==> src/rtl/seg7_scan_ctrl_pkg.sv <==
// Shared defaults and helpers for the 7-segment scan controller.
package seg7_scan_ctrl_pkg;

    localparam int unsigned DefNumDigits  = 4;
    localparam int unsigned DefRefreshDiv = 100000;

    // Width of the digit index; never narrower than one bit.
    function automatic int unsigned idx_width(input int unsigned n);
        return (n <= 2) ? 1 : $clog2(n);
    endfunction

endpackage

==> src/rtl/seg7_scan_ctrl_if.sv <==
// Display-side bundle: hex word and controls in, scan outputs back out.
interface seg7_scan_ctrl_if #(
    parameter int unsigned NUM_DIGITS = 4
);
    logic [4*NUM_DIGITS-1:0] x;
    logic [NUM_DIGITS-1:0]   dp_mask;
    logic                    blank;
    logic [3:0]              digit;
    logic [NUM_DIGITS-1:0]   an;
    logic                    dp;
    logic                    frame_tick;

    modport master (
        output x, dp_mask, blank,
        input  digit, an, dp, frame_tick
    );

    modport slave (
        input  x, dp_mask, blank,
        output digit, an, dp, frame_tick
    );
endinterface

==> src/rtl/seg7_refresh_div.sv <==
// Digit-slot prescaler: slot_tick is high on the last of every REFRESH_DIV cycles.
module seg7_refresh_div #(
    parameter int unsigned REFRESH_DIV = 100000
) (
    input  logic clk,
    input  logic clr,
    output logic slot_tick
);
    localparam int unsigned CntW = $clog2(REFRESH_DIV);

    logic [CntW-1:0] cnt_q;

    assign slot_tick = (cnt_q == CntW'(REFRESH_DIV - 1));

    always_ff @(posedge clk or posedge clr) begin
        if (clr) begin
            cnt_q <= '0;
        end else if (slot_tick) begin
            cnt_q <= '0;
        end else begin
            cnt_q <= cnt_q + 1'b1;
        end
    end
endmodule

==> src/rtl/seg7_scan_ctrl.sv <==
// Multi-digit common-anode scan controller with per-frame snapshot of the hex word.
// Define SEG7_LZ_BLANK_EN to blank digits above the most-significant nonzero nibble.
module seg7_scan_ctrl
    import seg7_scan_ctrl_pkg::*;
#(
    parameter int unsigned NUM_DIGITS  = DefNumDigits,
    parameter int unsigned REFRESH_DIV = DefRefreshDiv
) (
    input  logic            clk,
    input  logic            clr,
    seg7_scan_ctrl_if.slave bus
);
    localparam int unsigned IdxW = idx_width(NUM_DIGITS);

    logic                    slot_tick;
    logic                    wrap;
    logic                    load_pend_q;
    logic [IdxW-1:0]         idx_q, idx_d;
    logic [4*NUM_DIGITS-1:0] shadow_q, shadow_d;
    logic [NUM_DIGITS-1:0]   dp_sh_q, dp_sh_d;
    logic [3:0]              nib_sel;
    logic                    dp_sel;
    logic [NUM_DIGITS-1:0]   an_sel;
    logic                    lit;

    seg7_refresh_div #(
        .REFRESH_DIV (REFRESH_DIV)
    ) u_div (
        .clk       (clk),
        .clr       (clr),
        .slot_tick (slot_tick)
    );

    always_comb begin
        wrap  = slot_tick && (idx_q == IdxW'(NUM_DIGITS - 1));
        idx_d = idx_q;
        if (slot_tick) begin
            idx_d = wrap ? '0 : idx_q + 1'b1;
        end

        // Loading on the wrap edge lets digit 0 of the new frame see the new word.
        shadow_d = shadow_q;
        dp_sh_d  = dp_sh_q;
        if (load_pend_q || wrap) begin
            shadow_d = bus.x;
            dp_sh_d  = bus.dp_mask;
        end

        nib_sel = 4'h0;
        dp_sel  = 1'b0;
        an_sel  = '1;
        for (int unsigned i = 0; i < NUM_DIGITS; i++) begin
            if (idx_d == IdxW'(i)) begin
                nib_sel   = shadow_d[4*i +: 4];
                dp_sel    = dp_sh_d[i];
                an_sel[i] = 1'b0;
            end
        end

`ifdef SEG7_LZ_BLANK_EN
        lit = 1'b1;
        for (int unsigned i = 1; i < NUM_DIGITS; i++) begin
            if ((shadow_d[4*NUM_DIGITS-1:4*i] == '0) && (idx_d == IdxW'(i))) begin
                lit = 1'b0;
            end
        end
`else
        lit = 1'b1;
`endif
    end

    always_ff @(posedge clk or posedge clr) begin
        if (clr) begin
            idx_q          <= '0;
            shadow_q       <= '0;
            dp_sh_q        <= '0;
            load_pend_q    <= 1'b1;
            bus.an         <= '1;
            bus.digit      <= 4'h0;
            bus.dp         <= 1'b1;
            bus.frame_tick <= 1'b0;
        end else begin
            idx_q          <= idx_d;
            shadow_q       <= shadow_d;
            dp_sh_q        <= dp_sh_d;
            load_pend_q    <= 1'b0;
            bus.frame_tick <= wrap;
            bus.digit      <= nib_sel;
            bus.an         <= (bus.blank || !lit) ? '1 : an_sel;
            bus.dp         <= (bus.blank || !lit) ? 1'b1 : ~dp_sel;
        end
    end
endmodule

==> src/flat_wrapper.sv <==
// flat-port wrapper written by rule: the top's interface ports become plain ports
module seg7_scan_ctrl_flat import seg7_scan_ctrl_pkg::*;
#(
    parameter int unsigned NUM_DIGITS  = DefNumDigits,
    parameter int unsigned REFRESH_DIV = DefRefreshDiv
)
  (clk, clr, bus_x, bus_dp_mask, bus_blank, bus_digit, bus_an, bus_dp, bus_frame_tick);
  seg7_scan_ctrl_if #(.NUM_DIGITS(NUM_DIGITS)) bus_i ();
  input  logic clk;
  input  logic clr;
  input wire logic [$bits(bus_i.x)-1:0] bus_x;
  input wire logic [$bits(bus_i.dp_mask)-1:0] bus_dp_mask;
  input wire logic [$bits(bus_i.blank)-1:0] bus_blank;
  output wire logic [$bits(bus_i.digit)-1:0] bus_digit;
  output wire logic [$bits(bus_i.an)-1:0] bus_an;
  output wire logic [$bits(bus_i.dp)-1:0] bus_dp;
  output wire logic [$bits(bus_i.frame_tick)-1:0] bus_frame_tick;
  assign bus_i.x = bus_x;
  assign bus_i.dp_mask = bus_dp_mask;
  assign bus_i.blank = bus_blank;
  assign bus_digit = bus_i.digit;
  assign bus_an = bus_i.an;
  assign bus_dp = bus_i.dp;
  assign bus_frame_tick = bus_i.frame_tick;
  seg7_scan_ctrl #(.NUM_DIGITS(NUM_DIGITS), .REFRESH_DIV(REFRESH_DIV)) u_core (.clk(clk), .clr(clr), .bus(bus_i));
endmodule
==> config.mk <==
export PLATFORM = sky130hd
export DESIGN_NAME = seg7_scan_ctrl_flat
export DESIGN_NICKNAME = d
export VERILOG_FILES = /design/src/rtl/seg7_scan_ctrl_pkg.sv /design/src/rtl/seg7_scan_ctrl_if.sv /design/src/rtl/seg7_refresh_div.sv /design/src/rtl/seg7_scan_ctrl.sv /design/src/flat_wrapper.sv
export SDC_FILE = /design/constraint.sdc
export NUM_CORES = 1
export LEC_CHECK = 0
export CAP_MARGIN = 20
export CORE_ASPECT_RATIO = 1.75
export CORE_MARGIN = 2
export CORE_UTILIZATION = 43
export CTS_CLUSTER_SIZE = 28
export DETAILED_ROUTE_END_ITERATION = 8
export GPL_TIMING_DRIVEN = 0
export MAX_ROUTING_LAYER = met4
export PLACE_DENSITY = 0.66
export SLEW_MARGIN = 20
export SYNTH_ARGS = -nofsm -noshare
export SYNTH_HDL_FRONTEND = slang
export SYNTH_SLANG_ARGS = --single-unit
export TNS_END_PERCENT = 20
==> constraint.sdc <==
create_clock -name clk -period 3.6 [get_ports clk]
set_input_delay 0.72 -clock clk [delete_from_list [all_inputs] [get_ports clk]]
set_output_delay 0.72 -clock clk [all_outputs]
set_load 0.005 [all_outputs]
# After elaboration in Yosys (flattened, before gate mapping)
# Cells that the tools add are included.
# totals
reg_bits	50
latch_bits	0
ram_bits	0
mem_bits_ro	0
input_bits	23
output_inout_bits	10
elab_cells	39
mem_count	0
# op_classes
add_sub_neg	2
multipliers	0
div	0
order_cmp	0
eq_ne	5
shift	0
mux	19
bitwise_logic	1
n_reduce_logical	3
# ops
operator	n
4-bit 2-to-1 mux	6
17-bit by 1-bit adder with 17-bit output, second input constant	1
17-bit equality test, second input constant	1
17-bit 2-to-1 mux	1
16-bit 2-to-1 mux	1
1-bit 2-to-1 mux	9
2-bit equality test, second input constant	3
2-bit 2-to-1 mux	2
2-bit by 1-bit adder with 2-bit output, second input constant	1
2-bit by 1-bit equality test with 1-bit output, second input constant	1
2-bit zero test	1
1-bit logical AND	1
1-bit logical OR	1
1-bit NOT	1

# Logic depth before layout (Yosys ltp)
# Gate-level depths: netlist (run 1).
# logic_depth
ltp_word	11
depth_mapped	10
depth_no_buf	8

# Hierarchy
# A second synthesis (run 1) with hierarchy kept.
# unflattened
cells_unflattened	193
hier_area_um2	2433.6
# by_module_without_submodules
mod	instances	cells_per_inst	area_each_um2	seq_area_each_um2
seg7_scan_ctrl	1	118	1607.8	833.3
seg7_refresh_div	1	75	825.8	425.4

# Least setup slack after synthesis (run 1)
# Ideal clock, no wire load.
# synth_timing
path_type	register -> register
from	reg u_core.u_div.cnt_q[0]
to	reg u_core.bus.digit[0]
setup_time_ns	0.134
arrival_ns	2.039
t_required_ns	3.466
path_slack_ns	1.427
stages_incl_launch_ff	11
path_buffers	3
period_less_slack_ns	2.173
path_cell_list	dfrtp_1 -> ha_1 -> and4_1 -> buf_4 -> and4_1 -> buf_6 -> a21oi_4 -> buf_6 -> mux2_2 -> mux2i_1 -> mux2i_1
# synth_between
word_cells_on_any_way	14
classes_between	eq/ne: 4; mux: 7; reduce/logical: 3
# synth_rtl
item	line_no	rtl
start: declaration	seg7_refresh_div.sv:11	logic [CntW-1:0] cnt_q;
start signal: assignment	seg7_refresh_div.sv:21	cnt_q <= cnt_q + 1'b1;
17-bit equality test	seg7_refresh_div.sv:13	assign slot_tick = (cnt_q == CntW'(REFRESH_DIV - 1));
1-bit logical AND	seg7_scan_ctrl.sv:35	wrap = slot_tick && (idx_q == IdxW'(NUM_DIGITS - 1));
1-bit logical OR	seg7_scan_ctrl.sv:44	if (load_pend_q || wrap) begin
16-bit 2-to-1 mux	seg7_scan_ctrl.sv:44	
net u_core.shadow_d[8]	seg7_scan_ctrl.sv:19	logic [4*NUM_DIGITS-1:0] shadow_q, shadow_d;
4-bit 2-to-1 mux (2 in series)	seg7_scan_ctrl.sv:53	if (idx_d == IdxW'(i)) begin
net u_core.nib_sel[0]	seg7_scan_ctrl.sv:21	logic [3:0] nib_sel;
end signal: assignment	seg7_scan_ctrl.sv:88	bus.digit <= nib_sel;
end: declaration	seg7_scan_ctrl_if.sv:20	output digit, an, dp, frame_tick
# The timed path passes the listed nets, and every way through them passes these cells.

# Worst setup path after layout (run 1)
# layout_timing
from	reg u_core.u_div.cnt_q[0]
to	reg u_core.bus.digit[1]
# The elaborated chain is that of the path after synthesis.

==> results of run 1 <==
-- area by class of cell --
type                            count  area [um^2]
Clock inverter                      1         5.00
Clock buffer                        7         86.3
Timing Repair Buffer               33          340
Multi-Input combinational cell    111          906
Sequential cell                    50         1260
Fill cell                         438         2240
Tap cell                           54         67.6
Buffer                              6         51.3
Inverter                            5         18.8
-- through the flow --
stage / hold slack [ns] / instance area [um^2] / instances / total power, mW / setup slack [ns]
3_5_place_dp: 0.480 / 2640 / 259 / 0.722 / 1.24
2_1_floorplan: 0.451 / 2230 / 172 / 0.668 / 1.43
4_1_cts: 0.500 / 2730 / 267 / 1.06 / 1.21
6_report: 0.496 / 2730 / 267 / 1.04 / 1.24
3_3_place_gp: 0.467 / 2620 / 258 / 0.714 / 0.807
5_1_grt: 0.518 / 2730 / 267 / 1.09 / 1.11
-- cell families after synthesis --
family          count (synthesis)  synth area share
buf+inv                        11            0.0314
mux                            35             0.187
other cells                     1           0.00168
simple gates                   54             0.130
compound gates                  6            0.0241
flops                          50             0.563
fa+ha+maj                       2            0.0112
xor+xnor                       13            0.0510
-- critical path, delay by kind of cell, from the launching register on --
kind | cells | cell delay (ns)
mux | 3 | 0.59
buf+inv | 3 | 0.49
compound gates | 1 | 0.16
simple gates | 2 | 0.31
flops | 1 | 0.42
fa+ha+maj | 1 | 0.25
-- worst max path at each step --
stage                                               end  depth (start not counted)
after floorplan           u_core.bus.digit[0]$_DFF_PP0_                         10
after global placement      u_core.dp_sh_q[1]$_DFF_PP0_                          2
after detailed placement  u_core.bus.digit[1]$_DFF_PP0_                         10
after CTS                 u_core.bus.digit[1]$_DFF_PP0_                         10
after global routing      u_core.bus.digit[1]$_DFF_PP0_                         10
final                     u_core.bus.digit[1]$_DFF_PP0_                         10
-- report_power, final --
group	total (mW)	switching, mW	internal [mW]
sequential	0.600	0.00849	0.591
combinational	0.108	0.0406	0.0678
clock	0.331	0.176	0.155
-- registers in the layout, summed over array words and instances (netlist names), 2 cells and up --
name,count
u_core.u_div.cnt_q,17
u_core.idx_q,2
u_core.dp_sh_q,4
u_core.bus.digit,4
u_core.shadow_q,16
u_core.bus.an,4
-- cell usage in the layout (no fill, tap or decap), types with 4 or more instances in the layout --
master and instances:
dfrtp_1 44, nand3_1 7, mux2_2 12, clkbuf_8 6, mux2i_1 14, xnor2_1 8
nand4_1 5, nand2_1 12, inv_1 4, nor2_1 14, dfstp_2 6, clkdlybuf4s50_1 32
mux2_4 8, xor2_1 5
-- layer usage --
metal  vias up  GRT usage  wire [um]
met4         0     0.0465         44
met5         -          -          0
met1       707      0.188       1600
met3         7     0.0377        152
met2        32      0.295       2350
li1        674          -          -
==> flow_summary.toml, run 1 <==
[run_status]
status = "complete, no violations"

[place]
place_congestion = 0.871
dp_hpwl_um = 3190
portBuffers = 32

[worst_setup_path]
crit_start = "u_core.u_div.cnt_q[0]$_DFF_PP0_"
worstPathArrival_ns = 2.53
endpoint_kind = "flip-flop"
path_cells = "ha_1 -> and4_1 -> buf_4 -> and4_1 -> buf_6 -> a21oi_4 -> buf_6 -> mux2_2 -> mux2i_1 -> mux2i_1"
timing.rr.end = "u_core.bus.digit[1]$_DFF_PP0_"
cp-start-kind = "flip-flop"
required_ns = 3.77
cpPeakStageDelay_ns = 0.42
reg2reg_slack_ns = 1.24
crit_slowest_cell = "dfrtp_1"
critPathMaxFanout = 10
critPathKind = "reg -> reg"
worstRegToRegCells = 10
reg2reg_from = "u_core.u_div.cnt_q[0]$_DFF_PP0_"

[clocking]
cts_buffers = 5
cts_tree = "yes"
ctsRootBufferMaster = "clkbuf_8"
worstSkewPairLatency_ns = 0.30
clk_pin_slew_ns = 0.09
ctsResizeCount = 0
clock-sinks = 50
clock_path_buffers = 2
ctsHoldBuffers = 0
post_cts_buffers = 0
htreeDepth = 2

[yosys]
synth_most_common_cell = "dfrtp_1"
syn_nets = 197
synth_common_cells = "dfrtp_1 (44), mux2i_1 (14), nor2_1 (14), mux2_2 (12), nand2_1 (12)"
synth_cells = 172
yosysUniqueCellTypes = 33
yosysWarningCount = 0
avgSynthCellArea_um2 = 13.0
syn_area_um2 = 2230
synth-main-ff-cell = "dfrtp_1"
synth_largest_area_cell = "dfrtp_1"
yosysSeqAreaShare = 0.563
async_flop_share = 1.00
synth_area_leaders = "dfrtp_1 (49%), dfstp_2 (7.1%), mux2i_1 (6.3%), mux2_2 (6.0%), mux2_4 (5.4%)"
ys_seq_elements = 50
synth_edf_count = 0
netlist.area_leader.share = 0.493

[routing]
routedWlPerCell_um = 15.5
drt-pass1-iter-count = 4
via_per_inst = 5.32
wl_um = 4140
drtIter0Drc = 29
drc_errors = 0
dr_total_vias = 1420
ant_nets = 0

[flow_run]
drv_cap = 0

[sta]
final_max_slew_viol_count = 0
rsz0062_at_grt = "no"
period_needed_ns = 2.36
fmax_mhz = 423
hold_viol = 0
max_slew.worst_pin.slew_ns = 0.666
setup_viol = 0
final.period_utilization = 0.656
fin_skew_ns = 0.0110
final.setup.tns_ns = 0
slew_headroom = 0.552

[hold_path]
hp-class = "reg -> reg"
hold_end = "u_core.u_div.cnt_q[0]$_DFF_PP0_"
worstHoldStart = "u_core.u_div.cnt_q[0]$_DFF_PP0_"
min_path_cells = 1

[die]
die_h_um = 99.4
fp.dieW_um = 58.5
die_area_um2 = 5810
core_area_um2 = 4980
rows = 34
io_pins = 33
initial_utilization = 0.449

[power_and_ir_drop]
powerDensity_nw_per_um2 = 380
ir_drop_mv = 0.278
p_leak_nw = 1.26

[global_routing]
first_global_vias = 1592
antenna_found_initial = 0
grt_max_degree = 34
grt_usage = 0.168
gr-total-overflow = 0
grt_pass1_wl_um = 7350

[finish]
syn2layout_area_growth_pct = 22.3
drive_above_1_share = 0.211
utilization = 0.549
n_antenna_cell = 0
layout.nets = 237
Power figures use the tool's default switching activity.
==> run 2, diff against run 1 <==
--- a/config.mk
+++ b/config.mk
@@ -13,7 +13,7 @@
 export DETAILED_ROUTE_END_ITERATION = 8
 export GPL_TIMING_DRIVEN = 0
 export MAX_ROUTING_LAYER = met4
-export PLACE_DENSITY = 0.66
+export PLACE_DENSITY = 0.68
 export SLEW_MARGIN = 20
 export SYNTH_ARGS = -nofsm -noshare
 export SYNTH_HDL_FRONTEND = slang
==> constraint.sdc (replaced) <==
create_clock -name clk -period 2 [get_ports clk]
set_input_delay 0.4 -clock clk [delete_from_list [all_inputs] [get_ports clk]]
set_output_delay 0.4 -clock clk [all_outputs]
set_load 0.005 [all_outputs]
==> run 2 against run 1 <==
Compared with the run above:
- the flow now finishes with violations (setup timing)
- wire length increased by 9.4%
- flip-flop and latch count unchanged
- worst hold slack got worse by 0.079 ns
- power increased by 82%
- non-clock buffer count increased by 16
- critical path type unchanged
- global-route usage increased by 0.98 points
- combinational power increased by 100%
==> flow_summary.toml, run 2 (synthesized netlist as in run 1, its figures left out) <==
[die]
die_h_um = 99.4
rows = 34
die_area_um2 = 5810
io_pins = 33
initial_utilization = 0.449
core_area_um2 = 4980
fp.dieW_um = 58.5

[finish]
top_regs = "u_core.u_div.cnt_q (17), u_core.shadow_q (16)"
n_antenna_cell = 0
fin_cells = 283
utilization = 0.590
drive_above_1_share = 0.297
layout.nets = 253
syn2layout_area_growth_pct = 31.4
layout_commonest_cell = "dfrtp_1"
largest_reg_flops = 17
layout.filler_cells = 395
largest-register = "u_core.u_div.cnt_q"
final_cell_mix = "dfrtp_1 (42), clkdlybuf4s50_1 (32), buf_4 (15)"

[routing]
drtIter0Drc = 97
wl_um = 4530
via_per_inst = 5.29
drt-pass1-iter-count = 4
drc_errors = 0
routedWlPerCell_um = 16.0
dr_total_vias = 1497
ant_nets = 0

[sta]
fmax_mhz = 454
period_needed_ns = 2.20
setup_viol = 5
hold_viol = 0
final_max_slew_viol_count = 0
final.period_utilization = 1.10
setup_slack_ns = -0.201
final.setup.tns_ns = -0.845
rsz0062_at_grt = "yes"
fin_skew_ns = 0.0105

[run_status]
status = "finished, violations left"
violations = "setup timing"

[worst_setup_path]
reg2reg_from = "u_core.u_div.cnt_q[1]$_DFF_PP0_"
path_cells = "ha_2 -> and4_4 -> and4_1 -> buf_6 -> a21oi_4 -> buf_12 -> mux2_4 -> mux2i_2 -> mux2i_1"
cp-start-kind = "flip-flop"
timing.rr.end = "u_core.bus.digit[1]$_DFF_PP0_"
critPathKind = "reg -> reg"
worstRegToRegCells = 9
critPathMaxFanout = 5
worstPathArrival_ns = 2.39
required_ns = 2.18
endpoint_kind = "flip-flop"
cpPeakStageDelay_ns = 0.40
reg2reg_slack_ns = -0.20
crit_slowest_cell = "dfrtp_1"

[power_and_ir_drop]
p_leak_nw = 1.36
p_comb_frac = 0.114
intPower_mw = 1.46
netSwitchingPower_mw = 0.431
ir_drop_mv = 0.639
power.share.clock = 0.313
swShare = 0.228
powerDensity_nw_per_um2 = 644
p_seq_frac = 0.572
finalPower_mw = 1.89

[global_routing]
busiest_layer = "met2"
grt_util_met2 = 0.334
gr-total-overflow = 0
use_met1 = 0.169
grt_usage = 0.178
use_met3 = 0.0351
grt_max_degree = 31
grt_pass1_wl_um = 7590
antenna_found_initial = 0
first_global_vias = 1711

[clocking]
clock-sinks = 50
ctsRootBufferMaster = "clkbuf_8"
clock_path_buffers = 2
clk_pin_slew_ns = 0.09
htreeDepth = 2
cts_tree = "yes"
worstSkewPairLatency_ns = 0.30
cts_buffers = 5

[place]
dp_cells = 259
place_congestion = 0.774
dp_hpwl_um = 3160
portBuffers = 32

[hold_path]
hp-class = "in -> async"

[flow_run]
drv_cap = 0
-- run 2: cell types whose count changed in the layout (fill, tap and decap cells not counted), sizes merged --
cell,previous run,this run
inv,5,7
buf,7,22
clkinv,1,0
-- run 2: layout make-up --
cell class                      instances  area, um^2  area share
Clock buffer                            6        72.6      0.0247
Sequential cell                        50        1260       0.430
Timing Repair Buffer                   50         484       0.165
Clock inverter                          2        17.5     0.00597
Buffer                                  5        61.3      0.0209
Inverter                                5        18.8     0.00639
Tap cell                               54        67.6      0.0230
Multi-Input combinational cell        111         952       0.324
-- run 2: worst max path at each step --
stage | from | to | slack [ns]
global placement | clr | u_core.dp_sh_q[0]$_DFF_PP0_ | -0.44
floorplan | u_core.u_div.cnt_q[0]$_DFF_PP0_ | u_core.bus.digit[0]$_DFF_PP0_ | -0.06
global route | u_core.u_div.cnt_q[1]$_DFF_PP0_ | u_core.bus.digit[1]$_DFF_PP0_ | -0.28
finish | u_core.u_div.cnt_q[1]$_DFF_PP0_ | u_core.bus.digit[1]$_DFF_PP0_ | -0.20
detailed placement | u_core.u_div.cnt_q[0]$_DFF_PP0_ | u_core.bus.digit[1]$_DFF_PP0_ | -0.29
CTS | u_core.u_div.cnt_q[0]$_DFF_PP0_ | u_core.bus.digit[3]$_DFF_PP0_ | -0.15
-- run 2: worst max-delay path, delay by kind of cell (launching register included) --
family | cells | cell delay, ns
simple gates | 2 | 0.35
compound gates | 1 | 0.25
fa+ha+maj | 1 | 0.19
flops | 1 | 0.40
mux | 3 | 0.60
buf+inv | 2 | 0.30
-- run 2: stage by stage --
step	setup WS [ns]	area (um^2)	hold WS, ns
after floorplan	-0.0645	2250	0.452
final	-0.201	2940	0.417
after global placement	-0.443	2640	0.466
after CTS	-0.154	2880	0.425
after detailed placement	-0.288	2660	0.478
after global routing	-0.279	2940	0.445
-- run 2: per-layer routing --
layer,wire length (um),share of wire
met2,2710,0.60
met5,0,0
met1,1560,0.34
met3,166,0.037
met4,102,0.023
-- run 2: timing repair --
action                                  in CTS  in global routing
setup buffers                                9                  7
pin swaps                                    2                  5
hold endpoints to repair                     0                  0
gates resized for setup                     11                  9
endpoints found under the setup margin       5                 17
hold buffers                                 0                  0
gates cloned                                 1                  1
-- run 2: power groups by stage --
stage               clock [mW]  sequential, mW  combinational [mW]
detailed placement           0            1.10               0.201
global placement             0            1.10               0.190
finish                   0.592            1.08               0.216
floorplan                    0            1.10               0.109
CTS                      0.623            1.08               0.218
global route             0.660            1.09               0.235
==> run 3, diff against run 2 <==
--- a/config.mk
+++ b/config.mk
@@ -5,15 +5,15 @@
 export SDC_FILE = /design/constraint.sdc
 export NUM_CORES = 1
 export LEC_CHECK = 0
-export CAP_MARGIN = 20
+export CAP_MARGIN = 10
 export CORE_ASPECT_RATIO = 1.75
 export CORE_MARGIN = 2
-export CORE_UTILIZATION = 43
+export CORE_UTILIZATION = 48
 export CTS_CLUSTER_SIZE = 28
 export DETAILED_ROUTE_END_ITERATION = 8
 export GPL_TIMING_DRIVEN = 0
 export MAX_ROUTING_LAYER = met4
-export PLACE_DENSITY = 0.68
+export PLACE_DENSITY = 0.75
 export SLEW_MARGIN = 20
 export SYNTH_ARGS = -nofsm -noshare
 export SYNTH_HDL_FRONTEND = slang
==> run 3 against run 2 <==
Compared with the run above:
- utilization up 6.3 points
- the flow still finishes with violations (setup timing)
- maximum frequency increased by 7.5%
- wire length rose by 0.44%
- clock-buffer cell count did not move
==> flow_summary.toml, run 3 (synthesized netlist as in run 1, its figures left out) <==
[power_and_ir_drop]
netSwitchingPower_mw = 0.439
p_seq_frac = 0.571
swShare = 0.232
p_leak_nw = 1.34
p_comb_frac = 0.118
powerDensity_nw_per_um2 = 652
power.share.clock = 0.310
intPower_mw = 1.45
ir_drop_mv = 0.574

[worst_setup_path]
cp_common_cell = "and4_4"
critical_path_buf_inv_count = 1
crit_slowest_cell = "dfrtp_1"
path_delay_family = "multiplexers"
required_ns = 2.19
cpPeakStageDelay_ns = 0.39
path_cells = "ha_2 -> and4_4 -> and4_4 -> a21oi_4 -> buf_8 -> mux2_4 -> mux2i_4 -> mux2i_1"
critPathKind = "reg -> reg"
endpoint_kind = "flip-flop"
critPathMaxFanout = 5
worstPathArrival_ns = 2.24
cp-start-kind = "flip-flop"

[finish]
final_cell_mix = "dfrtp_1 (42), clkdlybuf4s50_1 (32), mux2_4 (15)"
multi_input_area_um2 = 967
syn2layout_area_growth_pct = 29.8
largest-register = "u_core.u_div.cnt_q"
seqCellArea_um2 = 1260
utilization = 0.653
largest_reg_flops = 17
layout.filler_cells = 327
layout.nets = 249
layout_commonest_cell = "dfrtp_1"
n_antenna_cell = 0
fin_cells = 276
drive_above_1_share = 0.284
top_regs = "u_core.u_div.cnt_q (17), u_core.shadow_q (16)"

[routing]
wl_um = 4550
drtIter0Drc = 39
drc_errors = 0
routedWlPerCell_um = 16.5
via_per_inst = 5.33
ant_nets = 0
dr_total_vias = 1471
drt-pass1-iter-count = 4

[global_routing]
grt_usage = 0.192
antenna_found_initial = 0
gr-total-overflow = 0
first_global_vias = 1587
grt_max_degree = 38
grt_pass1_wl_um = 7530

[place]
place_congestion = 0.774
portBuffers = 32
dp_cells = 256
dp_hpwl_um = 3190

[clocking]
ctsRootBufferMaster = "clkbuf_8"
cts_tree = "yes"
worstSkewPairLatency_ns = 0.31
htreeDepth = 2
cts_buffers = 5
clock-sinks = 50
clock_path_buffers = 2
clk_pin_slew_ns = 0.09

[sta]
rsz0062_at_grt = "yes"
setup_slack_ns = -0.0466
final.period_utilization = 1.02
setup_viol = 5
fin_skew_ns = 0.0120
final_max_slew_viol_count = 0
fin_hold_ws_ns = 0.354
hold_viol = 0
period_needed_ns = 2.05
slew_headroom = 0.646
max_slew.worst_pin.slew_ns = 0.526
fmax_mhz = 489

[die]
die_h_um = 94.3
fp.dieW_um = 55.6
initial_utilization = 0.503
rows = 32
io_pins = 33
die_area_um2 = 5240
core_area_um2 = 4440

[run_status]
violations = "setup timing"
status = "finished, violations left"

[hold_path]
hp-class = "in -> async"

[flow_run]
drv_cap = 0
## run 3: path summary, 6_finish.rpt
path / startpoint / endpoint / slack (ns) / depth (start not counted)
setup reg to reg: u_core.u_div.cnt_q[1]$_DFF_PP0_ / u_core.bus.digit[0]$_DFF_PP0_ / -0.05 / 8
hold reg to reg: u_core.shadow_q[14]$_DFF_PP0_ / u_core.shadow_q[14]$_DFF_PP0_ / 0.50 / 1
setup / recovery: u_core.u_div.cnt_q[1]$_DFF_PP0_ / u_core.bus.digit[0]$_DFF_PP0_ / -0.05 / 8
hold / removal: clr / u_core.bus.digit[2]$_DFF_PP0_ / 0.35 / 2
min in group clk: u_core.shadow_q[14]$_DFF_PP0_ / u_core.shadow_q[14]$_DFF_PP0_ / 0.50 / 1
max in group asynchronous: clr / u_core.bus.dp$_DFF_PP1_ / 1.08 / 3
## run 3: worst register-to-register path, stage by stage, from the launching register on
cell and delay [ns]:
dfrtp_1 0.39, ha_2 0.19, and4_4 0.15, and4_4 0.21, a21oi_4 0.24, buf_8 0.17, mux2_4 0.33, mux2i_4 0.16
mux2i_1 0.10
## run 3: repair_timing
action                                  in CTS  in global routing
gates resized for setup                      7                 15
endpoints found under the setup margin      10                 17
pin swaps                                    2                  4
setup buffers                               11                  2
cloned                                       1                  1
hold buffers                                 0                  0
## run 3: metrics by stage
step,TNS (ns),total power [mW],worst slack (ns),instance area (um^2)
final,-0.0920,1.89,-0.0466,2900
after CTS,-0.703,1.89,-0.144,2870
after global placement,-19.44,1.29,-0.417,2630
after floorplan,-0.302,1.20,-0.0645,2250
after global routing,-0.658,1.96,-0.139,2900
after detailed placement,-1.18,1.30,-0.305,2650
## run 3: area by class of cell
type / count / share of cell area
plain buffers: 4 / 0.0142
clock buffers: 6 / 0.0250
clock inverters: 2 / 0.00517
inverters: 5 / 0.00647
multi-input cells: 111 / 0.333
flip-flops and latches: 50 / 0.435
well taps: 51 / 0.0220
repair buffers: 47 / 0.159
## run 3: power groups by stage
stage,sequential (mW),combinational [mW],clock (mW)
final,1.08,0.224,0.588
after global placement,1.10,0.190,0
after global routing,1.09,0.243,0.631
after CTS,1.08,0.217,0.594
after floorplan,1.10,0.109,0
after detailed placement,1.10,0.202,0
## run 3: per-layer routing
layer | part of all wire | track usage | wire length (um) | up-vias
li1 | - | - | - | 693
met1 | 0.38 | 0.198 | 1720 | 743
met5 | 0 | - | 0 | -
met3 | 0.027 | 0.0344 | 121 | 6
met2 | 0.58 | 0.366 | 2640 | 29
met4 | 0.014 | 0.0528 | 63 | 0
